<file path="src/rtl/micro_pkg.sv">
// Shared types for the multicycle microcoded control store.
package micro_pkg;

  localparam int unsigned UPC_W = 4;
  localparam int unsigned CNT_W = 32;

  // Microstates; encodings 11-15 are unused and treated as illegal.
  typedef enum logic [UPC_W-1:0] {
    S_FETCH    = 4'd0,
    S_DECODE   = 4'd1,
    S_MEMADR   = 4'd2,
    S_MEMREAD  = 4'd3,
    S_MEMWB    = 4'd4,
    S_MEMWRITE = 4'd5,
    S_EXECR    = 4'd6,
    S_ALUWB    = 4'd7,
    S_EXECI    = 4'd8,
    S_JAL      = 4'd9,
    S_BEQ      = 4'd10
  } uState_t;

  // Sequencer select encodings.
  localparam logic [2:0] ACTL_INC   = 3'b000;
  localparam logic [2:0] ACTL_DISP1 = 3'b001;
  localparam logic [2:0] ACTL_DISP2 = 3'b010;
  localparam logic [2:0] ACTL_ZERO  = 3'b011;
  localparam logic [2:0] ACTL_SEVEN = 3'b100;

  // One microinstruction word.
  typedef struct packed {
    logic       legal;
    logic [2:0] addr_ctl;
    logic       mem;
    logic       adr_src;
    logic       pc_write;
    logic       ir_write;
    logic       mem_write;
    logic       reg_write;
    logic       branch;
    logic       retire;
    logic [1:0] result_src;
    logic [1:0] alu_src_a;
    logic [1:0] alu_src_b;
    logic [1:0] alu_op;
  } uinstr_t;

endpackage

</file>
<file path="src/rtl/micro_rom.sv">
// Combinational microinstruction ROM indexed by the microprogram counter.
module micro_rom
  import micro_pkg::*;
(
  input  logic [3:0] addr,
  output uinstr_t    ui
);

  // Decode uPC to its microinstruction; unlisted entries stay illegal with all enables off.
  always_comb begin
    ui          = '0;
    ui.addr_ctl = ACTL_ZERO;
    case (uState_t'(addr))
      S_FETCH: begin
        ui.legal = 1'b1; ui.addr_ctl = ACTL_INC; ui.mem = 1'b1; ui.adr_src = 1'b0;
        ui.pc_write = 1'b1; ui.ir_write = 1'b1;
        ui.alu_src_a = 2'b00; ui.alu_src_b = 2'b10; ui.alu_op = 2'b00; ui.result_src = 2'b10;
      end
      S_DECODE: begin
        ui.legal = 1'b1; ui.addr_ctl = ACTL_DISP1;
        ui.alu_src_a = 2'b01; ui.alu_src_b = 2'b01; ui.alu_op = 2'b00;
      end
      S_MEMADR: begin
        ui.legal = 1'b1; ui.addr_ctl = ACTL_DISP2;
        ui.alu_src_a = 2'b10; ui.alu_src_b = 2'b01; ui.alu_op = 2'b00;
      end
      S_MEMREAD: begin
        ui.legal = 1'b1; ui.addr_ctl = ACTL_INC; ui.mem = 1'b1; ui.adr_src = 1'b1;
        ui.result_src = 2'b00;
      end
      S_MEMWB: begin
        ui.legal = 1'b1; ui.addr_ctl = ACTL_ZERO; ui.reg_write = 1'b1; ui.retire = 1'b1;
        ui.result_src = 2'b01;
      end
      S_MEMWRITE: begin
        ui.legal = 1'b1; ui.addr_ctl = ACTL_ZERO; ui.mem = 1'b1; ui.adr_src = 1'b1;
        ui.mem_write = 1'b1; ui.retire = 1'b1; ui.result_src = 2'b00;
      end
      S_EXECR: begin
        ui.legal = 1'b1; ui.addr_ctl = ACTL_INC;
        ui.alu_src_a = 2'b10; ui.alu_src_b = 2'b00; ui.alu_op = 2'b10;
      end
      S_ALUWB: begin
        ui.legal = 1'b1; ui.addr_ctl = ACTL_ZERO; ui.reg_write = 1'b1; ui.retire = 1'b1;
        ui.result_src = 2'b00;
      end
      S_EXECI: begin
        ui.legal = 1'b1; ui.addr_ctl = ACTL_SEVEN;
        ui.alu_src_a = 2'b10; ui.alu_src_b = 2'b01; ui.alu_op = 2'b10;
      end
      S_JAL: begin
        ui.legal = 1'b1; ui.addr_ctl = ACTL_SEVEN; ui.pc_write = 1'b1; ui.reg_write = 1'b1;
        ui.alu_src_a = 2'b01; ui.alu_src_b = 2'b10; ui.alu_op = 2'b00; ui.result_src = 2'b00;
      end
      S_BEQ: begin
        ui.legal = 1'b1; ui.addr_ctl = ACTL_ZERO; ui.branch = 1'b1; ui.retire = 1'b1;
        ui.alu_src_a = 2'b10; ui.alu_src_b = 2'b00; ui.alu_op = 2'b01; ui.result_src = 2'b00;
      end
      default: ui.addr_ctl = ACTL_ZERO;
    endcase
  end

endmodule

</file>
<file path="src/rtl/micro_control_store.sv">
// Microprogram counter, memory-stall handling and retire counting around the microcode ROM.
module micro_control_store
  import micro_pkg::*;
(
  input  logic        clk,
  input  logic        reset,
  input  logic [3:0]  nextAddr,
  input  logic        mem_ready,
  output logic [3:0]  currAddr,
  output logic [2:0]  addrCtl,
  output logic        mem_valid,
  output logic        PCWrite,
  output logic        IRWrite,
  output logic        MemWrite,
  output logic        RegWrite,
  output logic        Branch,
  output logic        AdrSrc,
  output logic [1:0]  ResultSrc,
  output logic [1:0]  ALUSrcA,
  output logic [1:0]  ALUSrcB,
  output logic [1:0]  ALUOp,
  output logic        retire,
  output logic [31:0] retired_cnt,
  output logic        illegal
);

  logic [UPC_W-1:0] upc_q;
  logic [CNT_W-1:0] cnt_q;
  logic             illegal_q;
  logic             advance;
  uinstr_t          ui;

  micro_rom u_rom (
    .addr (upc_q),
    .ui   (ui)
  );

  // A memory state only moves on once memory reports completion.
  assign advance = ~ui.mem | mem_ready;

  // Drive the datapath from the current microinstruction; write strobes fire only on the advance cycle.
  always_comb begin
    currAddr    = upc_q;
    addrCtl     = ui.addr_ctl;
    mem_valid   = ui.mem;
    AdrSrc      = ui.adr_src;
    ResultSrc   = ui.result_src;
    ALUSrcA     = ui.alu_src_a;
    ALUSrcB     = ui.alu_src_b;
    ALUOp       = ui.alu_op;
    Branch      = ui.branch;
    PCWrite     = ui.pc_write  & advance;
    IRWrite     = ui.ir_write  & advance;
    MemWrite    = ui.mem_write & advance;
    RegWrite    = ui.reg_write & advance;
    retire      = ui.retire    & advance;
    retired_cnt = cnt_q;
    illegal     = illegal_q | ~ui.legal;
  end

  // uPC, retire counter and sticky illegal flag.
  always_ff @(posedge clk) begin
    if (reset) begin
      upc_q     <= UPC_W'(S_FETCH);
      cnt_q     <= '0;
      illegal_q <= 1'b0;
    end else begin
      if (advance) upc_q <= nextAddr;
      if (advance && ui.retire) cnt_q <= cnt_q + CNT_W'(1);
      if (!ui.legal) illegal_q <= 1'b1;
    end
  end

endmodule

</file>
<file path="config.mk">
export PLATFORM = sky130hd
export DESIGN_NAME = micro_control_store
export DESIGN_NICKNAME = d
export VERILOG_FILES = /design/src/rtl/micro_pkg.sv /design/src/rtl/micro_rom.sv /design/src/rtl/micro_control_store.sv
export SDC_FILE = /design/constraint.sdc
export NUM_CORES = 1
export LEC_CHECK = 0
export CAP_MARGIN = 20
export CORE_UTILIZATION = 51
export DETAILED_ROUTE_END_ITERATION = 16
export DONT_BUFFER_PORTS = 1
export PLACE_DENSITY = 0.75
export RECOVER_POWER = 50
export SYNTH_ARGS = -nofsm -noshare
export SYNTH_HDL_FRONTEND = slang
export SYNTH_SLANG_ARGS = --single-unit
</file>
<file path="constraint.sdc">
create_clock -name clk -period 2.2 [get_ports clk]
set_input_delay 0.22 -clock clk [delete_from_list [all_inputs] [get_ports clk]]
set_output_delay 0.22 -clock clk [all_outputs]
set_load 0.02 [all_outputs]
</file>
# Word-level counts from Yosys, hierarchy flattened
# Index checks and enable logic that the tools add are counted.
dict set report word_totals {
  wordCells 43
  register_bits 37
  out_inout_bits 56
  input_bits 7
}
dict set report op_classes {
  n_addsub 1
  reduce_logical 9
  muxes 11
  eq_ne 10
  bitwise 9
}
# cell n
set op_table {}
lappend op_table {{6-bit case mux with 7 select lines} 1}
lappend op_table {{32-bit by 1-bit adder with 32-bit output (second input constant)} 1}
lappend op_table {{4-bit by 3-bit == test with 1-bit output (second input constant)} 4}
lappend op_table {{4-bit == test (second input constant)} 3}
lappend op_table {{3-bit case mux with 4 select lines} 1}
lappend op_table {{11-bit OR reduction} 1}
lappend op_table {{4-bit by 2-bit == test with 1-bit output (second input constant)} 2}
lappend op_table {{2-bit case mux with 2 select lines} 2}
lappend op_table {{1-bit two-way mux} 7}
lappend op_table {{2-bit OR reduction} 3}
lappend op_table {{3-bit OR reduction} 2}
lappend op_table {{1-bit AND} 5}
lappend op_table {{4-bit by 1-bit == test with 1-bit output (second input constant)} 1}
lappend op_table {{4-bit logical NOT} 1}
lappend op_table {{4-bit OR reduction} 1}
lappend op_table {{1-bit inverter} 2}
lappend op_table {{1-bit bitwise OR} 2}
lappend op_table {{1-bit logical AND} 1}

# Logic depth before layout (Yosys ltp)
# Gate-level depths: netlist of the first run.
dict set report depth {
  ltp_word 6
  ltp_mapped 7
  ltp_nobuf 5
}

# By module
# A second synthesis of the first run with hierarchy kept.
dict set report hier_totals {
  hier_cells 260
  hier_area_um2 2034.5
}
# module seq_area_each_um2 cells_per_inst area_each_um2 n_inst
set modules_own_cells {}
lappend modules_own_cells {micro_control_store 740.7 214 1774.2 1}
lappend modules_own_cells {micro_rom 0.0 46 260.2 1}

# Least setup slack after synthesis of the first run
# Ideal clock, no wire load.
dict set report synth_timing {
  path_type {flip-flop to flip-flop}
  from {reg cnt_q[0] (netlist: retired_cnt[0])}
  to {reg cnt_q[30] (netlist: retired_cnt[30])}
  setup_time_ns 0.121
  required_ns 2.079
  arrival_ns 2.042
  path_stages_with_launch 7
  path_slack_ns 0.038
  path_buffers 1
  path_cell_list {dfxtp_1 -> ha_1 -> nand3_1 -> or4_1 -> buf_2 -> nor4_1 -> mux2_2}
}
dict set report synth_between {
  elab_chain_cells 1
}
# element line
set synth_lines {}
lappend synth_lines {{start, declared} micro_control_store.sv:28} ;# logic [CNT_W-1:0] cnt_q;
lappend synth_lines {{start signal, assigned} micro_control_store.sv:69} ;# if (advance && ui.retire) cnt_q <= cnt_q + CNT_W'(1);
lappend synth_lines {{32-bit by 1-bit adder with 32-bit output} micro_control_store.sv:69}
# Every way passes these cells.
# A chain may end at the register's enable or synchronous reset.

# Final worst setup path of the first run
dict set report layout_timing {
  from {reg cnt_q[9] (netlist: retired_cnt[9])}
  to {reg cnt_q[30] (netlist: retired_cnt[30])}
}
# Same word-level chain as after synthesis.

==> results of run 1 <==
==> layer usage <==
metal / GRT usage / wire length, um
met1: 0.283 / 2390
met2: 0.412 / 2610
met3: 0.0625 / 347
met4: 0.0969 / 31
met5: 0 / 0
==> worst max-delay path: stages, from the launching register on <==
cell and delay [ps]:
dfxtp_1 340, nand4_2 200, or4_1 730, nor4_1 320
mux2_2 360
==> timing repair <==
action,in CTS,in global routing
hold buffers,2,0
endpoints found under the setup margin,0,1
buffers inserted,0,0
gates resized for setup,0,1
endpoints found under the hold margin,26,0
==> area by class of cell <==
type / count / area, um^2 / area share
inverter: 4 / 15.0 / 0.00605
sequential: 37 / 742 / 0.299
tap: 50 / 62.6 / 0.0252
timing repair buffer: 46 / 273 / 0.110
clock buffer: 7 / 86.3 / 0.0348
multi-input combinational: 197 / 1300 / 0.525
==> metrics by stage <==
| step | hold WS (ps) | setup WS, ps | cells | area [um^2] | utilization |
|---|---|---|---|---|---|
| floorplan | 364 | 37.6 | 272 | 2270 | - |
| global placement | 294 | 213 | 332 | 2460 | 0.594 |
| CTS | 72.6 | 63.0 | 341 | 2570 | 0.620 |
| finish | 78.8 | 140 | 341 | 2480 | 0.598 |
| detailed placement | 295 | 169 | 332 | 2460 | 0.594 |
| global route | 82.4 | 16.7 | 341 | 2480 | 0.598 |
==> power by group <==
part	total [W]	switching (W)	internal (W)
sequential	0.000689	0.00000973	0.000680
clock	0.000478	0.000229	0.000249
combinational	0.000257	0.000171	0.0000858
total	0.00142	0.000410	0.00101
==> registers in the layout, indices dropped and copies added, names as in the netlist <==
register / count
currAddr: 4
retired_cnt: 32
illegal_q: 1
==> path summary, 6_finish.rpt <==
path | to
setup / recovery | retired_cnt[30]
hold / removal | currAddr[1]
setup reg to reg | retired_cnt[30]
hold reg to reg | retired_cnt[1]
==> cell families (layout without fill, tap and decap cells) <==
| kind of cell | after synthesis | in the layout | share of synthesized area |
|---|---|---|---|
| buffers and inverters | 38 | 57 | 0.102 |
| AO/OA/AOI/OAI | 54 | 54 | 0.155 |
| flip-flops | 37 | 37 | 0.326 |
| AND/OR/NAND/NOR | 124 | 124 | 0.328 |
| multiplexers | 15 | 15 | 0.0715 |
| XOR/XNOR | 3 | 3 | 0.0116 |
| adder cells (fa/ha/maj) | 1 | 1 | 0.00550 |
==> cell usage in the layout, fill, tap and decap left out, types with 3 or more instances in the layout <==
cell and n:
or4_1 15, nor2b_1 12, o21ai_0 6, nand4_1 8, mux2_2 10, nand3_1 15, nand2_1 11, dfxtp_1 36
nor3_1 3, clkbuf_1 25, clkbuf_8 6, or3_1 4, buf_4 19, a21oi_1 24, mux2i_1 5, nor4_1 9
or4_2 3, inv_1 4, and4_1 4, nor2_1 21, o31ai_1 15
==> results by group, run 1 <==
Status
  – Status: finished clean

Global route
  – Pin count of the biggest net entering global routing: 54
  – Global-route usage over all layers: 0.240
  – Vias in the first global route: ~1800
  – Grt total ovfl: 0
  – Global-route wire length before repair: roughly 8400 um
  – Initial antenna violation count: 0

Detailed routing
  – Starting DRC count in detailed routing: 96
  – Final wirelength: 5370 um
  – Residual DRC: 0
  – Drt pass-1 iters: 4
  – Routed via count: a little over 2000
  – Remaining antenna violation count: 0
  – Vias per inst: between 6 and 7
  – Post-DR wirelength/cell: 15.8 um

Clocking
  – TritonCTS Buffers: 5
  – CTS H-tree lvls: 2
  – Reg clk slew, reported paths: ~70 ps
  – Clk Latency, worst-skew pair: 290 ps
  – Clk Tree Root Cell: clkbuf_8
  – CTS max path bufs: 2
  – TritonCTS clock tree: done
  – CTS sink cnt: 37

Pwr
  – Pwr/cell area: 574 mW/mm^2
  – Worst-case vdd ir drop: about 450 uV
  – Overall power: 0.00142 W
  – Pleak: 0.841 nW

Floorplanning
  – Io pins: 63
  – Chip Width: 68.8 um
  – Initial Util: 0.549
  – Die Y: around 70 um
  – Die area: 0.00473 mm^2
  – Row Count: 23
  – Core area: 0.00414 mm^2

Run
  – Max cap viols: 0

Critical path
  – R2R Path Start: retired_cnt[9]
  – Critical path class: flop to flop
  – Startpoint types: flop
  – Crit-path max FO: 10
  – Worst Setup SP: retired_cnt[9]
  – Worst setup EP type: flop
  – R2r setup slk: 140 ps
  – R2R depth: 4
  – Crit path DAT: ~2200 ps
  – Crit path required time: between 2000 and 2500 ps

Logic synthesis
  – Post-synthesis sequential area ratio: 0.326
  – Syn Inst Count: between 200 and 300
  – Top post-synthesis cells by area: dfxtp_1 (33%), a21oi_1 (5.3%), mux2_2 (5.0%)
  – Post-synth EDFFs: 0
  – Netlist Area Pre-Place: between 0.002 and 0.0025 mm^2
  – Ys flop type: dfxtp_1
  – Leading area contributor after synthesis: dfxtp_1
  – Synth async-reset ratio: 0
  – Post-synth cell types: 49
  – Yosys top cell area share: 0.326
  – Commonest cells in the netlist: dfxtp_1 (37), a21oi_1 (24), nor2_1 (21)
  – Synthesis Warnings: 0
  – Mapped Avg Cell Area: 8.36 um^2
  – Most frequent cell after synthesis: dfxtp_1
  – Syn_nets: 280
  – Yosys reg bits: 37

Timing
  – Finish-stage setup viols: 0
  – Fmax: 485 MHz
  – Unrepaired setup endpoints after global routing: false
  – Slew HR: 0.296
  – Final worst clock skew: 6.80 ps
  – Worst slew pin tran: 1050 ps
  – Minimum clock period: 2060 ps
  – Slew Viols, Final: 0
  – Count of final hold-check violations: 0
  – Final Cycle Share: 0.936
  – TNS Setup: 0 ps

Hold path
  – Hold Crit Depth: 2
  – Hold path start: nextAddr[1]
  – Worst min-delay path class: input pin to flop

Final layout
  – NumNets Final: 299
  – Area growth from synthesis to layout: 9.02%
  – Fill cells: 398
  – Number of diodes: 0
  – Layout cell share with drive strength beyond 1: 0.172

Placed design
  – Final HPWL DP: 3680 um
  – IO Port Bufs: 0
  – GPL Wtd Cong: 0.787
Note: power is estimated with default switching activity, not from simulation.
==> run 2: changes to the inputs <==
- CTS_BUF_LIST: not set -> sky130_fd_sc_hd__clkbuf_2
==> run 2 against run 1 <==
Highest routed layer unchanged. Maximum frequency decreased by 2.2%. Via count increased by 5.1%. Core utilization increased by 2.0 points. Hold slack got worse by 46 ps. Power decreased by 9.2%. Combinational power increased by 20%.
==> results by group, run 2 (synthesis gave the netlist of run 1 again) <==
Timing
  – Final worst clock skew: 8.50 ps
  – Final Cycle Share: 0.957
  – Finish-stage setup viols: 0
  – Slew Viols, Final: 0
  – WHS: approximately 32 ps
  – Minimum clock period: 2110 ps
  – Count of final hold-check violations: 0
  – Slew HR: 0.299
  – Fmax: 475 MHz
  – TNS Setup: 0 ps
  – Worst slew pin tran: 1050 ps

Detailed routing
  – Remaining antenna violation count: 0
  – Drt pass-1 iters: 4
  – Post-DR wirelength/cell: 16.5 um
  – Vias per inst: 6.29
  – Residual DRC: 0
  – Routed via count: 2182
  – Final wirelength: 5740 um
  – Starting DRC count in detailed routing: 140

Placed design
  – DP Cell Count: about 330
  – Final HPWL DP: 3680 um
  – IO Port Bufs: 0
  – GPL Wtd Cong: between 0.7 and 0.8

Global route
  – Grt total ovfl: 0
  – Initial antenna violation count: 0
  – Global-route wire length before repair: 8960 um
  – Pin count of the biggest net entering global routing: 28
  – Global-route usage over all layers: 0.257
  – Vias in the first global route: 1946

Critical path
  – Crit-path cells: or3b_2, a31oi_4, buf_12, inv_1, buf_4
  – Startpoint types: flop
  – Crit-path max FO: 14
  – Highest-delay cell along the critical path: or3b_2
  – Worst setup EP type: output pin
  – Crit path required time: 1980 ps
  – Crit path DAT: ~1900 ps
  – Critical path class: flop to output pin
  – Crit path largest cell delay: 480 ps

Clocking
  – TritonCTS clock tree: done
  – CTS max path bufs: 2
  – CTS H-tree lvls: 2
  – Clk Latency, worst-skew pair: 400 ps
  – Reg clk slew, reported paths: 170 ps
  – CTS sink cnt: 37
  – TritonCTS Buffers: 5
  – Clk Tree Root Cell: clkbuf_2

Floorplanning
  – Initial Util: 0.549
  – Io pins: 63
  – Die Y: 68.8 um
  – Die area: approximately 0.0047 mm^2
  – Chip Width: 68.8 um
  – Row Count: 23
  – Core area: about 0.0041 mm^2

Status
  – Status: finished clean

Hold path
  – Worst min-delay path class: input pin to flop

Final layout
  – Final std cells w/o fill: 347
  – Commonest non-fill, non-tap cell in the layout: dfxtp_1
  – Final core occ: 0.618
  – Number of diodes: 0
  – Area growth from synthesis to layout: 12.7%
  – Commonest non-fill, non-tap cells in the layout: dfxtp_1 (36), a21oi_1 (24), buf_4 (24)
  – NumNets Final: 305
  – Layout cell share with drive strength beyond 1: 0.202
  – Max reg flops: 32

Pwr
  – Worst-case vdd ir drop: ~330 uV
  – Pleak: 0.897 nW
  – Pwr/cell area: 504 mW/mm^2

Run
  – Max cap viols: 0
run 2: cell types whose count changed in the layout (fill, tap and decap cells not counted), sizes merged:
cell / previous run / this run
buf: 20 / 25
bufbuf: 0 / 1
clkbuf: 31 / 27
clkinv: 0 / 1
dlygate4sd3: 2 / 5
run 2: per-layer routing:
metal | up-vias | part of all wire | global-route usage | routed length [um]
met1 | 1038 | 0.42 | 0.289 | 2420
met2 | 83 | 0.49 | 0.449 | 2810
li1 | 1055 | - | - | -
met4 | 0 | 0.010 | 0.0918 | 59
met5 | - | 0 | 0 | 0
met3 | 6 | 0.078 | 0.0872 | 446
run 2: metrics by stage:
stage | worst slack [ps] | instance area [um^2] | power, W
after floorplan | 37.6 | 2270 | 0.000941
after global placement | 213 | 2460 | 0.000953
after detailed placement | 169 | 2460 | 0.000958
after CTS | 4.02 | 2580 | 0.00128
after global routing | -6.76 | 2560 | 0.00136
final | 94.5 | 2560 | 0.00129
run 2: worst paths after layout:
kind | depth (start not counted) | startpoint | slack [ps] | endpoint
setup / recovery | 5 | currAddr[0] | 90 | retire
hold / removal | 2 | reset | 30 | retired_cnt[31]
setup reg to reg | 4 | retired_cnt[9] | 130 | retired_cnt[30]
hold reg to reg | 2 | retired_cnt[23] | 620 | retired_cnt[23]
run 2: final cells by class:
class / instances / area [um^2]
fill: 391 / 1580
multi-input combinational: 197 / 1320
sequential: 37 / 744
timing repair buffer: 52 / 383
tap: 50 / 62.6
clock buffer: 6 / 30.0
inverter: 4 / 15.0
clock inverter: 1 / 3.75
run 2: power by group:
group          switching, W  internal, W  total (W)
Combinational      0.000185     0.000124   0.000308
Clock              0.000220    0.0000740   0.000294
Sequential       0.00000975     0.000681   0.000690
Total              0.000414     0.000878    0.00129
run 2: worst max-delay path: cells and delay by family, from the launching register on:
kind | cells | cell delay (ps)
buffers and inverters | 3 | 360
flip-flops | 1 | 420
AO/OA/AOI/OAI | 1 | 240
AND/OR/NAND/NOR | 1 | 480
run 2: what timing repair did:
action / CTS / global route
cloned: 1 / 1
hold buffers: 5 / 0
setup endpoints to repair: 1 / 2
gates resized for setup: 1 / 4
pin swaps: 0 / 2
setup buffers: 0 / 1
hold endpoints to repair: 27 / 0
